==> config.mk <==
export PLATFORM = sky130hd
export DESIGN_NAME = debug_uart_dumper
export DESIGN_NICKNAME = d
export VERILOG_FILES = /design/src/rtl/debug_uart_dumper_pkg.sv /design/src/rtl/debug_uart_dumper_uart_tx.sv /design/src/rtl/debug_uart_dumper.sv
export SDC_FILE = /design/constraint.sdc
export NUM_CORES = 1
export LEC_CHECK = 0
export CAP_MARGIN = 15
export CORE_UTILIZATION = 52
export CTS_CLUSTER_SIZE = 24
export DETAILED_ROUTE_END_ITERATION = 8
export DONT_BUFFER_PORTS = 1
export PLACE_DENSITY = 0.7
export SYNTH_ARGS = -nofsm -noshare
export SYNTH_HDL_FRONTEND = slang
export SYNTH_HIERARCHICAL = 1
export SYNTH_SLANG_ARGS = --single-unit
==> constraint.sdc <==
create_clock -name clk -period 2.14 [get_ports clk]
set_input_delay 0.214 -clock clk [delete_from_list [all_inputs] [get_ports clk]]
set_output_delay 0.214 -clock clk [all_outputs]
set_load 0.005 [all_outputs]
==> src/rtl/debug_uart_dumper_pkg.sv <==
// Shared constants, FSM state encoding and the nibble-to-ASCII helper for the debug dumper.
package debug_uart_dumper_pkg;

    localparam logic [7:0] ASCII_SPACE = 8'h20;
    localparam logic [7:0] ASCII_CR    = 8'h0D;
    localparam logic [7:0] ASCII_LF    = 8'h0A;

    // pc, inst, then x0..x31
    localparam int unsigned NUM_WORDS = 34;

    typedef logic [2:0] state_t;

    localparam state_t ST_IDLE   = 3'd0;
    localparam state_t ST_LOAD   = 3'd1;
    localparam state_t ST_SETTLE = 3'd2;
    localparam state_t ST_DIGIT  = 3'd3;
    localparam state_t ST_SEP    = 3'd4;
    localparam state_t ST_FINISH = 3'd5;

    // Uppercase hex digit for one nibble
    function automatic logic [7:0] nibble_to_ascii(input logic [3:0] nib);
        if (nib < 4'd10) begin
            return 8'h30 + {4'h0, nib};
        end else begin
            return 8'h37 + {4'h0, nib};
        end
    endfunction

endpackage

==> src/rtl/debug_uart_dumper_uart_tx.sv <==
// 8N1 UART transmitter with a valid/ready byte interface; accepts a byte only when idle.
module debug_uart_dumper_uart_tx #(
    parameter int unsigned CLKS_PER_BIT = 868
) (
    input  logic       clk,
    input  logic       aresetn,
    input  logic [7:0] data,
    input  logic       valid,
    output logic       ready,
    output logic       tx
);

    localparam int unsigned TIMER_W = (CLKS_PER_BIT > 1) ? $clog2(CLKS_PER_BIT) : 1;
    localparam logic [TIMER_W-1:0] TIMER_LAST = TIMER_W'(CLKS_PER_BIT - 1);

    logic               active;
    logic [9:0]         frame;
    logic [3:0]         bit_cnt;
    logic [TIMER_W-1:0] timer;

    // Load a {stop, data, start} frame on handshake, then shift it out one bit per bit period
    always_ff @(posedge clk or negedge aresetn) begin
        if (!aresetn) begin
            active  <= 1'b0;
            frame   <= '1;
            bit_cnt <= 4'd0;
            timer   <= '0;
        end else if (!active) begin
            if (valid) begin
                active  <= 1'b1;
                frame   <= {1'b1, data, 1'b0};
                bit_cnt <= 4'd0;
                timer   <= '0;
            end
        end else if (timer == TIMER_LAST) begin
            timer <= '0;
            frame <= {1'b1, frame[9:1]};
            if (bit_cnt == 4'd9) begin
                active <= 1'b0;
            end else begin
                bit_cnt <= bit_cnt + 4'd1;
            end
        end else begin
            timer <= timer + 1'b1;
        end
    end

    // Line idles high whenever no frame is in flight, including during reset
    always_comb begin
        ready = !active;
        tx    = active ? frame[0] : 1'b1;
    end

endmodule

==> src/rtl/debug_uart_dumper.sv <==
// Snapshots pc/inst, walks x0..x31 through the debug read port and streams all 34 words as
// space-separated uppercase hex terminated by CR LF over a UART.
module debug_uart_dumper import debug_uart_dumper_pkg::*; #(
    parameter int unsigned CLKS_PER_BIT  = 868,
    parameter int unsigned SETTLE_CYCLES = 2
) (
    input  logic        clk,
    input  logic        aresetn,
    input  logic        start,
    input  logic [31:0] pc_in,
    input  logic [31:0] inst_in,
    input  logic [31:0] reg_data_in,
    output logic [4:0]  reg_addr_out,
    output logic        tx,
    output logic        busy,
    output logic        done
);

    localparam int unsigned SETTLE_W = (SETTLE_CYCLES > 1) ? $clog2(SETTLE_CYCLES + 1) : 1;
    localparam logic [SETTLE_W-1:0] SETTLE_LAST = SETTLE_W'(SETTLE_CYCLES - 1);
    localparam logic [5:0] LAST_IDX = 6'(NUM_WORDS - 1);

    state_t              state;
    logic [5:0]          idx;
    logic [2:0]          nib;
    logic [SETTLE_W-1:0] settle_cnt;
    logic [31:0]         word;
    logic [31:0]         pc_snap;
    logic [31:0]         inst_snap;
    logic                lf_pending;

    logic       byte_valid;
    logic       byte_ready;
    logic [7:0] byte_data;
    logic       xfer;

    // Byte offered to the UART; derived only from state that changes on transfer, so it is stable
    always_comb begin
        byte_valid = 1'b0;
        byte_data  = ASCII_SPACE;
        case (state)
            ST_DIGIT: begin
                byte_valid = 1'b1;
                byte_data  = nibble_to_ascii(word[31:28]);
            end
            ST_SEP: begin
                byte_valid = 1'b1;
                if (idx == LAST_IDX) begin
                    byte_data = lf_pending ? ASCII_LF : ASCII_CR;
                end
            end
            default: ;
        endcase
    end

    // FINISH drains the last frame; done fires once the UART is idle again
    always_comb begin
        xfer = byte_valid && byte_ready;
        done = (state == ST_FINISH) && byte_ready;
        busy = (state != ST_IDLE) && !done;
    end

    // Dump sequencer: word select, register settle wait, digit issue and separators
    always_ff @(posedge clk or negedge aresetn) begin
        if (!aresetn) begin
            state        <= ST_IDLE;
            idx          <= 6'd0;
            nib          <= 3'd0;
            settle_cnt   <= '0;
            word         <= 32'd0;
            pc_snap      <= 32'd0;
            inst_snap    <= 32'd0;
            lf_pending   <= 1'b0;
            reg_addr_out <= 5'd0;
        end else begin
            case (state)
                ST_IDLE: begin
                    if (start) begin
                        pc_snap   <= pc_in;
                        inst_snap <= inst_in;
                        idx       <= 6'd0;
                        state     <= ST_LOAD;
                    end
                end
                ST_LOAD: begin
                    nib        <= 3'd0;
                    lf_pending <= 1'b0;
                    if (idx == 6'd0) begin
                        word  <= pc_snap;
                        state <= ST_DIGIT;
                    end else if (idx == 6'd1) begin
                        word  <= inst_snap;
                        state <= ST_DIGIT;
                    end else begin
                        // idx 2..33 -> x0..x31; modulo-32 subtract handles 32 and 33
                        reg_addr_out <= idx[4:0] - 5'd2;
                        settle_cnt   <= '0;
                        state        <= ST_SETTLE;
                    end
                end
                ST_SETTLE: begin
                    if (settle_cnt == SETTLE_LAST) begin
                        word  <= reg_data_in;
                        state <= ST_DIGIT;
                    end else begin
                        settle_cnt <= settle_cnt + 1'b1;
                    end
                end
                ST_DIGIT: begin
                    if (xfer) begin
                        word <= {word[27:0], 4'h0};
                        nib  <= nib + 3'd1;
                        if (nib == 3'd7) begin
                            state <= ST_SEP;
                        end
                    end
                end
                ST_SEP: begin
                    if (xfer) begin
                        if (idx != LAST_IDX) begin
                            idx   <= idx + 6'd1;
                            state <= ST_LOAD;
                        end else if (!lf_pending) begin
                            lf_pending <= 1'b1;
                        end else begin
                            state <= ST_FINISH;
                        end
                    end
                end
                ST_FINISH: begin
                    if (byte_ready) begin
                        state <= ST_IDLE;
                    end
                end
                default: state <= ST_IDLE;
            endcase
        end
    end

    debug_uart_dumper_uart_tx #(
        .CLKS_PER_BIT(CLKS_PER_BIT)
    ) u_uart_tx (
        .clk    (clk),
        .aresetn(aresetn),
        .data   (byte_data),
        .valid  (byte_valid),
        .ready  (byte_ready),
        .tx     (tx)
    );

endmodule

Word level (Yosys, flattened, before mapping) --
Cells that the tools add are included.
Storage, ports and cells: input bits 99, output and inout port bits 8, register bits 141
Cells by class: eq/ne operators 27, bitwise logic cells 2, mux-type cells 49, add/sub/neg operators 8, $lt $le $gt $ge 1, reduce and logical (&&, ||, !) cells 25
Operators by type and width (count):
- 32-bit 2-to-1 mux | 4
- 32-bit case mux with 3 select lines | 1
- 10-bit 2-to-1 mux | 6
- 3-bit 2-to-1 mux | 10
- 2-bit inequality test (second input constant) | 13
- 6-bit 2-to-1 mux | 4
- 3-bit case mux with 6 select lines | 1
- 4-bit 2-to-1 mux | 4
- 6-bit by 4-bit adder with 7-bit output (first input constant) | 2
- 7-bit case mux with 2 select lines | 1
- 6-bit case mux with 2 select lines | 1
- 4-bit AND reduction | 3
- 10-bit by 1-bit adder with 10-bit output (second input constant) | 1
- 10-bit equality test (second input constant) | 1
- 1-bit 2-to-1 mux | 10
- 2-bit nonzero test | 5
- 3-bit equality test (second input constant) | 3
- 3-bit AND reduction | 3
- 7-bit 2-to-1 mux | 1
- 7-bit AND reduction | 1
- 6-bit by 1-bit adder with 6-bit output (second input constant) | 1
- 3-bit by 2-bit equality test with 1-bit output (second input constant) | 2
- 6-bit by 1-bit equality test with 1-bit output (second input constant) | 1
- 6-bit equality test (second input constant) | 1
- 22 further kinds | 32

Longest topological paths before layout --
depth in word-level cells 6, gate-level depth with buffers 9, mapped depth without buffers 8

Hierarchy --
The synthesis kept the hierarchy.
Modules (own cells, without submodules):
- debug_uart_dumper | area an instance 5973.2 um^2, cells each 721, instances 1, seq. area each 2902.8 um^2
- debug_uart_dumper_uart_tx | area an instance 1267.5 um^2, cells each 134, instances 1, seq. area each 611.8 um^2

Worst setup path after synthesis --
No wires, ideal clock.
path type reg-to-reg, from register idx[3], to register word[21], arrival time 2.085 ns, path buffers 3, slack -0.040 ns, library setup time 0.095 ns, data required time 2.045 ns, cell stages (with the launch flop) 8, path through dfrtp_1 -> buf_6 -> or4_4 -> o311a_4 -> or2_1 -> buf_6 -> buf_6 -> o31ai_1
On the way: longest elaborated chain between the ends 3, elaborated cells on any way between the ends 6
RTL lines:
- start, declared | line debug_uart_dumper.sv:24 | logic [5:0] idx;
- start signal, assigned | line debug_uart_dumper.sv:121 | idx <= idx + 6'd1;
- 6-bit by 1-bit equality test with 1-bit output / 6-bit logical NOT (equally long branches) | line debug_uart_dumper.sv:91, debug_uart_dumper.sv:88
- 3-bit inequality test (no line) / 32-bit 2-to-1 mux (equally long branches)
- 4-bit AND reduction (no line) / 32-bit case mux with 3 select lines (equally long branches)
- end signal, assigned | line debug_uart_dumper.sv:89 | word <= pc_snap;
- end signal, assigned | line debug_uart_dumper.sv:92 | word <= inst_snap;
- end signal, assigned | line debug_uart_dumper.sv:103 | word <= reg_data_in;
- end, declared | line debug_uart_dumper.sv:27 | logic [31:0] word;
Parallel ways exist; a longest one is shown, timed or not. A chain may end at the register's enable or synchronous reset.

Final worst setup path --
from register idx[2], to register word[26]
The elaborated chain is that of the path after synthesis.

==> impl_metrics.env <==
export IMPL_clock_skew_ns=0.01087
export IMPL_setup_violations=0
export IMPL_drc=0
export IMPL_power_density_mw_per_mm2=661.2
export IMPL_fin_cells=1097
export IMPL_syn_cell_area_mm2=0.007241
export IMPL_path_clk_slew_ns=0.06
export IMPL_cts_made_buffers=17
export IMPL_grt_ovfl_total=0
export IMPL_place_inst=998
export IMPL_cts_buffer_depth=2
export IMPL_status="finished with violations"
export IMPL_firstDrtPassIters=5
export IMPL_grt_usage_pct=27.49
export IMPL_grt_antenna_before_repair=0
export IMPL_initial_core_util_pct=54.03
export IMPL_violations="hold timing"
export IMPL_hold_worst_slack_ns=-0.5152
export IMPL_vias=6393
export IMPL_maxCapViolations=0
export IMPL_fp_dieH_um=120
export IMPL_grt_max_degree=141
export IMPL_worstSetupPathType="register to register"
export IMPL_fin_nets=1019
export IMPL_hold_class="input pin to asynchronous set/reset pin"
export IMPL_ys_async_sr_fraction_pct=100.0
export IMPL_hold_viol_final=140
export IMPL_grt_pass1_vias=6346
export IMPL_cp_max_fo=18
export IMPL_yosysWarningCount=6
export IMPL_vdd_drop_max_mv=0.5227
export IMPL_cp_required_ns=2.47
export IMPL_die_w_um=120
export IMPL_routedWlPerCell_um=17.04
export IMPL_cp_data_arrival_time_ns=2.38
export IMPL_clk_latency_ns=0.43
export IMPL_routed_wl_mm=18.69
export IMPL_rsz0062_at_grt="yes"
export IMPL_path_cells="or4_4, o311a_4, or2_1, buf_6, o31ai_1"
export IMPL_setup_slack_ns=0.08199
export IMPL_area_growth_pct=20.63
export IMPL_place_gp_congestion=0.9249
export IMPL_worst_path_largest_cell_delay_ns=0.55
export IMPL_fin_area_mm2=0.008735
export IMPL_synthesis_nets=966
export IMPL_port_buffers=0
export IMPL_ant_nets=0
export IMPL_post_place_ws_ns=0.06793
export IMPL_ctsHoldBuffers=64
export IMPL_core_area_mm2=0.01340
export IMPL_drtIter0Drc=465
export IMPL_power_total_uw=5775
export IMPL_root_buffer="clkbuf_16"
export IMPL_clkSinkCount=140
export IMPL_layout_drive_gt1_share_pct=10.42
export IMPL_n_antenna_cell=0
export IMPL_synth_flop_cell="dfrtp_1"
export IMPL_critPathSlowestCell="or4_4"
export IMPL_grt_pass1_wl_mm=31.13
export IMPL_place_area_mm2=0.007470
export IMPL_synth_edff_count=0
export IMPL_htree_levels=4
export IMPL_detailed_place_hpwl_mm=11.53
export IMPL_syn_area_per_cell_um2=8.469
export IMPL_dieArea_mm2=0.01440
export IMPL_fmax_ghz=0.4859
export IMPL_postSynthCellCount=855
export IMPL_start_kind="register"
export IMPL_yosysSeqAreaShare_pct=48.54
export IMPL_viasPerCell=5.828
export IMPL_num_io_pins=107
export IMPL_cts_tree="yes"
export IMPL_synth_seq_cells=140
export IMPL_power_leakage_uw=0.004028
export IMPL_cp_end_kind="register"
export IMPL_rows=42
export IMPL_synth_cell_types=54
export IMPL_slew_viol_final=0
export IMPL_fin_crit_sh_pct=96.17
export IMPL_period_minus_slack_ns=2.058
cell usage in the layout, fill, tap and decap left out, types with 3 or more instances in the layout:
cell and count:
nand2_1 251, dfrtp_1 131, o21ai_0 82, dlygate4sd3_1 64
a21oi_1 57, a211oi_1 32, o31ai_1 32, and2_1 29
buf_4 28, nor2_1 23, inv_1 21, clkbuf_16 17
o22ai_1 12, ha_1 11, nand3_1 9, dfstp_2 9
and3_1 8, or3_1 8, nand4_1 6, or2_2 4
xnor2_1 4, nand2b_1 4, a22o_1 4, clkinvlp_4 4
inv_6 4, buf_12 4, nor3_1 3, nor2b_1 3
mux2i_1 3, o31ai_2 3, mux2_2 3, clkinv_2 3
clkbuf_8 3, a31oi_1 3
where the power goes:
group / internal, µW / leakage [µW] / total (µW) / switching (µW)
combinational: 128 / 0.00195 / 193 / 65.3
clock: 1700 / 0.000276 / 2870 / 1170
sequential: 2690 / 0.00180 / 2710 / 20.7
worst max-delay path: cells and delay by family (launching register included):
family / cells / cell delay, ns
AO/OA/AOI/OAI: 2 / 0.59
buffers and inverters: 1 / 0.17
flip-flops: 1 / 0.39
AND/OR/NAND/NOR: 2 / 0.81
kinds of logic after synthesis:
| logic type | count (synthesis) | share of synthesized area [%] |
|---|---|---|
| buffers and inverters | 86 | 4.994 |
| flip-flops | 140 | 48.54 |
| other | 1 | 0.05179 |
| multiplexers | 6 | 0.8813 |
| AO/OA/AOI/OAI | 240 | 20.39 |
| AND/OR/NAND/NOR | 365 | 22.46 |
| XOR/XNOR | 5 | 0.6048 |
| adder cells (fa/ha/maj) | 12 | 2.074 |
final timing paths:
kind | startpoint | to | slack, ns | cells after the start
max | idx[2]$_DFFE_PN0P_ | word[26]$_DFFE_PN0P_ | 0.08 | 5
min | aresetn | reg_addr_out[3]$_DFFE_PN0P_ | -0.52 | 0
min reg2reg | u_uart_tx/frame[3]$_DFFE_PN1P_ | u_uart_tx/frame[3]$_DFFE_PN1P_ | 0.46 | 2
max in group asynchronous | aresetn | u_uart_tx/frame[8]$_DFFE_PN1P_ | 2.43 | 0
max reg2reg | idx[2]$_DFFE_PN0P_ | word[26]$_DFFE_PN0P_ | 0.08 | 5
min in group clk | reg_data_in[2] | word[2]$_DFFE_PN0P_ | 0.02 | 2
layer usage:
layer | track usage, % | up-vias | part of all wire [%] | routed length [µm]
met5 | 0 | - | 0 | 0
met4 | 12.34 | 0 | 2.7 | 502
met3 | 7.319 | 40 | 6.5 | 1212
met2 | 43.82 | 227 | 49 | 9090
met1 | 34.99 | 3082 | 42 | 7882
li1 | - | 3044 | - | -
state kept, by name (all words and copies together) (netlist names), 2 cells and up:
| name | count |
|---|---|
| settle_cnt | 2 |
| pc_snap | 32 |
| reg_addr_out | 5 |
| inst_snap | 32 |
| nib | 3 |
| u_uart_tx/bit_cnt | 4 |
| word | 32 |
| u_uart_tx/timer | 10 |
| idx | 6 |
| u_uart_tx/frame | 9 |
| state | 3 |
per-stage QoR:
stage / hold WS [ns] / utilization, % / TNS (ns)
after floorplan: -0.08159 / - / 0
after global placement: -0.07756 / 55.74 / 0
after detailed placement: -0.07734 / 55.74 / 0
after CTS: -0.5282 / 64.83 / 0
after global routing: -0.5354 / 65.18 / -0.05260
final: -0.5152 / 65.18 / 0
layout make-up:
cell class                 instances  area (µm²)
multi-input combinational        629        3395
timing repair buffer              97       942.2
tap                              176       220.2
clock buffer                      20       466.7
clock inverter                    12       110.1
fill                            1069        4666
sequential                       140        3515
inverter                          23       86.33
timing repair:
item	4_1_cts	5_1_grt
endpoints found under the hold margin	204	140
setup endpoints to repair	0	28
buffers inserted	0	3
resized for setup	0	6
synthesized netlist by cell type (2+ instances only):
library cell	instances	area share [%]
ha_1	12	2.1
o211ai_1	2	0.21
nor3_1	3	0.21
or3_1	8	0.69
a21oi_1	57	3.9
buf_6	5	0.78
nand3b_1	2	0.21
nand2b_1	5	0.43
or4_1	2	0.21
a22o_1	4	0.48
nor4_1	2	0.17
o21ai_0	82	5.7
buf_1	2	0.10
and3_1	9	0.78
xnor2_1	4	0.48
nand2_1	251	13
clkinv_1	2	0.10
nor2b_1	3	0.26
mux2_2	3	0.47
or2_2	4	0.35
inv_1	21	1.1
a31oi_1	3	0.26
nor2_1	23	1.2
o31ai_1	35	3.6
nor3b_4	2	0.52
nand4_1	6	0.52
o22ai_1	12	1.0
mux2i_1	3	0.41
dfrtp_1	131	45
nand3_1	10	0.69
a211oi_1	32	3.3
a32o_1	2	0.28
dfstp_2	9	3.3
nand4b_1	2	0.24
clkbuf_1	55	2.9
and2_1	29	2.5
No activity file was read; power rests on OpenSTA's default activity.
